<file path="src/rtl/motion_sequencer.sv">
// motion_sequencer: queues per-wheel motion commands and issues them one at a
// time to the stepctl drivers, with completion wait, abort and timeout.
module motion_sequencer #(
   parameter int          DEPTH       = 4,
   parameter logic [31:0] ARM_CYC     = 32'd16,
   parameter logic [31:0] TIMEOUT_CYC = 32'd160000000,
   parameter logic [31:0] GAP_CYC     = 32'd160000
) (
   input  logic                     WF_CLK,
   input  logic                     rst,
   input  logic                     cmd_valid,
   output logic                     cmd_ready,
   input  logic                     cmd_dirL,
   input  logic                     cmd_dirR,
   input  logic [15:0]              cmd_speedL,
   input  logic [15:0]              cmd_speedR,
   input  logic [15:0]              cmd_degreeL,
   input  logic [15:0]              cmd_degreeR,
   input  logic                     abort,
   input  logic                     step_done,
   output logic                     stepctl_en,
   output logic                     driver_sel,
   output logic                     motorL_dir,
   output logic                     motorR_dir,
   output logic [15:0]              speedL,
   output logic [15:0]              speedR,
   output logic [15:0]              degreeL,
   output logic [15:0]              degreeR,
   output logic                     busy,
   output logic                     cmd_complete,
   output logic                     timeout_err,
   output logic [$clog2(DEPTH):0]   fifo_count
);

   localparam int PW = $clog2(DEPTH);
   localparam int CW = PW + 1;
   localparam int EW = 66;

   typedef enum logic [2:0] {
      S_IDLE  = 3'd0,
      S_ISSUE = 3'd1,
      S_ARM   = 3'd2,
      S_RUN   = 3'd3,
      S_GAP   = 3'd4
   } state_t;

   state_t         state_q, state_d;
   logic [EW-1:0]  mem_q [DEPTH];
   logic [PW-1:0]  wr_ptr_q, rd_ptr_q;
   logic [CW-1:0]  count_q, count_d;
   logic [31:0]    cnt_q, cnt_d;
   logic           timeout_q;
   logic           dirl_q, dirr_q;
   logic [15:0]    spdl_q, spdr_q, degl_q, degr_q;

   logic           push, pop, flush, cmd_done, tmo;
   logic           arm_last, gap_last;
   logic [EW-1:0]  wr_entry, rd_entry;

   // Ready is suppressed during reset and abort so a push can never race a flush.
   assign cmd_ready = ~rst & ~abort & (count_q < CW'(DEPTH));
   assign push      = cmd_valid & cmd_ready;
   assign wr_entry  = {cmd_dirL, cmd_dirR, cmd_speedL, cmd_speedR, cmd_degreeL, cmd_degreeR};
   assign rd_entry  = mem_q[rd_ptr_q];

   // 33-bit compares keep a zero-length parameter from underflowing.
   assign arm_last = ({1'b0, cnt_q} + 33'd1) >= {1'b0, ARM_CYC};
   assign gap_last = ({1'b0, cnt_q} + 33'd1) >= {1'b0, GAP_CYC};

   // Next-state logic; abort overrides every state and suppresses pop/complete.
   always_comb begin
      state_d  = state_q;
      pop      = 1'b0;
      cmd_done = 1'b0;
      tmo      = 1'b0;
      unique case (state_q)
         S_IDLE: begin
            if (count_q != '0) begin
               pop     = 1'b1;
               state_d = S_ISSUE;
            end
         end
         S_ISSUE: state_d = S_ARM;
         S_ARM: begin
            if (!step_done) begin
               state_d = S_RUN;
            end else if (arm_last) begin
               // stepctl never went busy: treat as a zero-length move
               cmd_done = 1'b1;
               state_d  = S_GAP;
            end
         end
         S_RUN: begin
            if (step_done) begin
               cmd_done = 1'b1;
               state_d  = S_GAP;
            end else if (cnt_q >= TIMEOUT_CYC) begin
               tmo     = 1'b1;
               state_d = S_IDLE;
            end
         end
         S_GAP: begin
            if (gap_last) state_d = S_IDLE;
         end
         default: state_d = S_IDLE;
      endcase
      if (abort) begin
         state_d  = S_IDLE;
         pop      = 1'b0;
         cmd_done = 1'b0;
         tmo      = 1'b0;
      end
   end

   assign flush = abort | tmo;

   // Per-state cycle counter: restarts on every state change, saturates at all-ones.
   always_comb begin
      cnt_d = cnt_q;
      if (state_d != state_q)  cnt_d = '0;
      else if (cnt_q != '1)    cnt_d = cnt_q + 32'd1;
   end

   // FIFO occupancy follows push/pop; simultaneous push and pop cancel.
   always_comb begin
      count_d = count_q;
      unique case ({push, pop})
         2'b10:   count_d = count_q + CW'(1);
         2'b01:   count_d = count_q - CW'(1);
         default: count_d = count_q;
      endcase
   end

   // Command storage has no reset so it can map onto RAM.
   always_ff @(posedge WF_CLK) begin
      if (push) mem_q[wr_ptr_q] <= wr_entry;
   end

   // State, counters, FIFO pointers and the sticky timeout flag.
   always_ff @(posedge WF_CLK or posedge rst) begin
      if (rst) begin
         state_q   <= S_IDLE;
         cnt_q     <= '0;
         wr_ptr_q  <= '0;
         rd_ptr_q  <= '0;
         count_q   <= '0;
         timeout_q <= 1'b0;
      end else begin
         state_q <= state_d;
         cnt_q   <= cnt_d;
         if (tmo) timeout_q <= 1'b1;
         if (flush) begin
            wr_ptr_q <= '0;
            rd_ptr_q <= '0;
            count_q  <= '0;
         end else begin
            if (push) wr_ptr_q <= wr_ptr_q + PW'(1);
            if (pop)  rd_ptr_q <= rd_ptr_q + PW'(1);
            count_q <= count_d;
         end
      end
   end

   // Current-command registers: loaded on pop, cleared on abort or timeout.
   always_ff @(posedge WF_CLK or posedge rst) begin
      if (rst) begin
         dirl_q <= 1'b0;
         dirr_q <= 1'b0;
         spdl_q <= '0;
         spdr_q <= '0;
         degl_q <= '0;
         degr_q <= '0;
      end else if (flush) begin
         dirl_q <= 1'b0;
         dirr_q <= 1'b0;
         spdl_q <= '0;
         spdr_q <= '0;
         degl_q <= '0;
         degr_q <= '0;
      end else if (pop) begin
         dirl_q <= rd_entry[65];
         dirr_q <= rd_entry[64];
         spdl_q <= rd_entry[63:48];
         spdr_q <= rd_entry[47:32];
         degl_q <= rd_entry[31:16];
         degr_q <= rd_entry[15:0];
      end
   end

   assign stepctl_en   = (state_q == S_ISSUE);
   assign driver_sel   = (state_q != S_IDLE);
   assign motorL_dir   = dirl_q;
   assign motorR_dir   = dirr_q;
   assign speedL       = spdl_q;
   assign speedR       = spdr_q;
   assign degreeL      = (state_q == S_ISSUE) ? degl_q : 16'd0;
   assign degreeR      = (state_q == S_ISSUE) ? degr_q : 16'd0;
   assign busy         = (state_q != S_IDLE) | (count_q != '0);
   assign cmd_complete = cmd_done;
   assign timeout_err  = timeout_q;
   assign fifo_count   = count_q;

endmodule

</file>
<file path="config.mk">
export PLATFORM = sky130hd
export DESIGN_NAME = motion_sequencer
export DESIGN_NICKNAME = d
export VERILOG_FILES = /design/src/rtl/motion_sequencer.sv
export SDC_FILE = /design/constraint.sdc
export NUM_CORES = 1
export LEC_CHECK = 0
export BUFFER_PORTS_ARGS = -buffer_cell sky130_fd_sc_hd__buf_2
export CAP_MARGIN = 20
export CELL_PAD_IN_SITES_DETAIL_PLACEMENT = 1
export CELL_PAD_IN_SITES_GLOBAL_PLACEMENT = 2
export CORE_UTILIZATION = 43
export DETAILED_ROUTE_END_ITERATION = 6
export PLACE_DENSITY = 0.77
export SETUP_SLACK_MARGIN = 0.02
export SYNTH_ARGS = -nofsm -noshare
export SYNTH_HDL_FRONTEND = slang
export SYNTH_SLANG_ARGS = --single-unit
export TNS_END_PERCENT = 30
</file>
<file path="constraint.sdc">
create_clock -name WF_CLK -period 4.2 [get_ports WF_CLK]
set_clock_uncertainty 0.1 [all_clocks]
set_input_delay 0.63 -clock WF_CLK [delete_from_list [all_inputs] [get_ports WF_CLK]]
set_output_delay 0.63 -clock WF_CLK [all_outputs]
set_load 0.02 [all_outputs]
</file>
==> results.md <==
* Status: completed
* Routed WL per cell at between 20 and 25 µm
* Fmax at between 0.2 and 0.3 GHz
* Synth Flop Type: edfxtp_1
* Worst hold path class: input port to async pin
* Core area at 35600 µm²
* Synthesized flop and latch total at roughly 370
* Share of power burned in the clock network at 0.328
* Global-route wire length before repair at ~57 mm
* Crit path DAT at about 3200 ps
* Fillcell total at roughly 3500
* IO Port Bufs at 145
* DIE AREA at approximately 37000 µm²
* Initial antenna violation count at 7
* Crit path cell chain: ha_4 > nand3_2 > or4_4 > o21ai_1 > nor4b_2 > o2111ai_2 > nor3_2 > nand4_1 > o211a_1 > buf_2
* Final min period at ~4000 ps
* Hold buffers post-CTS at 0
* Area growth, synth to finish at 17.5%
* DRC Markers at 0
* Switching Power at about 0.0034 W
* Lkg Pwr at approximately 6.8 nW
* Crit-path max cell delay at between 600 and 700 ps
* Final #Nets at ~1300
* Period Utilization, post-route at 0.946
* Net Sw Frac at 0.318
* Setup_tns at 0 ps
* Power density cells at about 580 nW/µm²
* Final setup vio count at 0
* Max-slew violation count at 0
* Synth Warn # at 0
* Commonest non-fill, non-tap cells in the layout: edfxtp_1 (264), nand2_1 (152), buf_2 (145)
* Critical-path maximum fanout at 6
* Multi-input logic area at between 4000 and 5000 µm²
* Initial DRC Count at roughly 380
* Syn avg cell area at around 15 µm²
* Longest Clk Path Bufs at 3
* CP Capture Type: output pin
* Most common cell after layout, fill and taps aside: edfxtp_1
* DR vias/cell at about 5.4
* P_int at a little over 0.007 W
* Sequential cell area at between 10000 and 15000 µm²
* Layout cells sized above 1 at 0.296
* Worst-path clk slew at approximately 60 ps
* Antenna Nets Post-Route at 0
* Mapped Area at about 16000 µm²
* Routed WL at ~37 mm
* Initial core utilization at 0.436
* Largest net degree at the start of global routing at 74
* Remaining Overflow, GRT at 0
* Combinational cell fraction of total power at 0.242
* Syn_nets at around 1100
* Post-DP HPWL at between 20 and 25 mm
* Placed cell areas at about 17000 µm²
* Setup repair after global routing missed its margin: no
* Cells after Synth at ~1000
* Async set-reset flop share out of synthesis at 0.292
* Top Ports at 146
* DRT Pass-1 Iters at 5
* CP max stage cell: or4_4
* Kind of critical path: flip-flop to output pin
* Synth unique cells at between 60 and 70
* Peak VDD IR at around 0.42 mV
* Final hold violation count at 0
* Fin area at 18200 µm²
* Vias in the first global route at ~9500
* Clock Root Buffer: clkbuf_16
* Worst setup SP type: flip-flop
* Register share of total power at 0.430
* MaxCap Viol Count at 0
* Total GRT Usage at 0.204
* Sequential area share after synthesis at 0.687
* Die X at 192 µm
* Detailed-route via count at approximately 9000
* CTS tree: built
* RePlAce Congestion at 0.854
* Number of flops mapped to enable cells by yosys at 264
* Die outline height at 192 µm
* Slew @ Worst Pin at around 960 ps
* H-tree depth at 2
* TritonCTS Sinks at approximately 370
* Number of CTS-inserted buffers at 40
* Clk_lat worst skew at between 500 and 600 ps
* Relative slew margins at 0.360
* Row Count at 69
* WP data required at approximately 3500 ps
-- cell type report --
cell class | instances | share of cell area
antenna | 3 | 0.000412
inverter | 15 | 0.00322
sequential | 373 | 0.585
multi-input combinational | 570 | 0.253
clock inverter | 16 | 0.0106
tap | 461 | 0.0316
timing repair buffer | 172 | 0.0550
clock buffer | 58 | 0.0613
-- cell usage after synthesis (2+ instances only) --
master | number | area (µm²)
buf_6 | 2 | 22.5
o31ai_1 | 2 | 15.0
and4_1 | 3 | 26.3
dfrtp_1 | 109 | 2730
a211oi_1 | 4 | 30.0
xnor2_1 | 15 | 131
o211ai_1 | 3 | 22.5
nor3_2 | 7 | 70.1
nand3_1 | 23 | 115
mux2i_1 | 6 | 60.1
xor2_1 | 17 | 149
o21ai_0 | 10 | 50.1
nor2_1 | 25 | 93.8
mux4_2 | 66 | 1490
a211oi_2 | 19 | 238
nand4_1 | 18 | 113
nor3_1 | 12 | 60.1
nor4_1 | 11 | 68.8
a31oi_1 | 3 | 18.8
o31a_1 | 2 | 17.5
o211a_1 | 2 | 20.0
nor3b_1 | 3 | 22.5
o21bai_1 | 2 | 15.0
inv_1 | 15 | 56.3
a21boi_0 | 2 | 15.0
and3_1 | 13 | 81.3
nor3b_2 | 3 | 37.5
or2_2 | 3 | 18.8
buf_2 | 10 | 50.1
nand2_1 | 153 | 574
buf_1 | 6 | 22.5
clkbuf_1 | 48 | 180
and2_1 | 32 | 200
edfxtp_1 | 264 | 7930
or3_1 | 2 | 12.5
a21oi_1 | 72 | 360
o21a_1 | 3 | 22.5
o2111ai_1 | 2 | 17.5
ha_1 | 6 | 75.1
-- per-layer routing --
metal  GRT usage  share of wire
met3      0.0448          0.047
met2       0.347           0.51
met1       0.269           0.43
met5           0         0.0014
met4      0.0400          0.014
-- state kept, by name, summed over array words and instances (netlist names) --
signal,flops
mem_q,264
cnt_q,32
degl_q,16
degr_q,16
speedL,16
speedR,16
fifo_count,3
state_q,3
rd_ptr_q,2
wr_ptr_q,2
motorL_dir,1
motorR_dir,1
timeout_err,1
-- critical path, delay by kind of cell (launching register included) --
family	cells	cell delay, ps
AO/OA/AOI/OAI	3	590
adder cells (fa/ha/maj)	1	180
buffers and inverters	1	150
flip-flops	1	440
AND/OR/NAND/NOR	5	1340
-- cell families after synthesis --
logic type	Yosys count	share of synthesized area
compound gates	142	0.0647
xor+xnor	32	0.0181
fa+ha+maj	7	0.00613
buf+inv	83	0.0222
flops	373	0.687
mux	72	0.0997
simple gates	317	0.103
-- through the flow --
stage | util | setup WS, ps | total power [W] | instances | hold slack, ps
3_3_place_gp | 0.473 | 499 | 0.00713 | 1587 | 368
4_1_cts | 0.511 | 24.8 | 0.0107 | 1662 | 143
3_5_place_dp | 0.473 | 444 | 0.00721 | 1587 | 370
5_1_grt | 0.513 | 13.4 | 0.0110 | 1667 | 174
6_report | 0.513 | 229 | 0.0105 | 1668 | 124
2_1_floorplan | - | 521 | 0.00631 | 1026 | 396
-- power groups by stage --
stage / clock [W] / sequential (W) / combinational (W)
after floorplan: 0 / 0.00469 / 0.00163
after global placement: 0 / 0.00458 / 0.00254
after detailed placement: 0 / 0.00460 / 0.00261
after CTS: 0.00353 / 0.00453 / 0.00262
after global routing: 0.00366 / 0.00458 / 0.00280
final: 0.00345 / 0.00453 / 0.00255
-- what timing repair did --
item	CTS	global route
pin swaps	1	2
hold endpoints to repair	0	0
gates resized for setup	4	8
setup endpoints to repair	1	1
buffers inserted	1	3
-- final timing paths --
kind / to / slack (ps) / start / cells past startpoint
setup / recovery: cmd_complete / 230 / cnt_q[0] / 10
hold / removal: fifo_count[1] / 120 / rst / 2
setup reg to reg: cnt_q[27] / 570 / cnt_q[0] / 11
hold reg to reg: timeout_err / 380 / timeout_err / 1
max in group asynchronous: cnt_q[9] / 2970 / rst / 3
min in group WF_CLK: mem_q[2][54] / 190 / cmd_speedL[6] / 1
No activity file was read; power rests on OpenSTA's default activity.
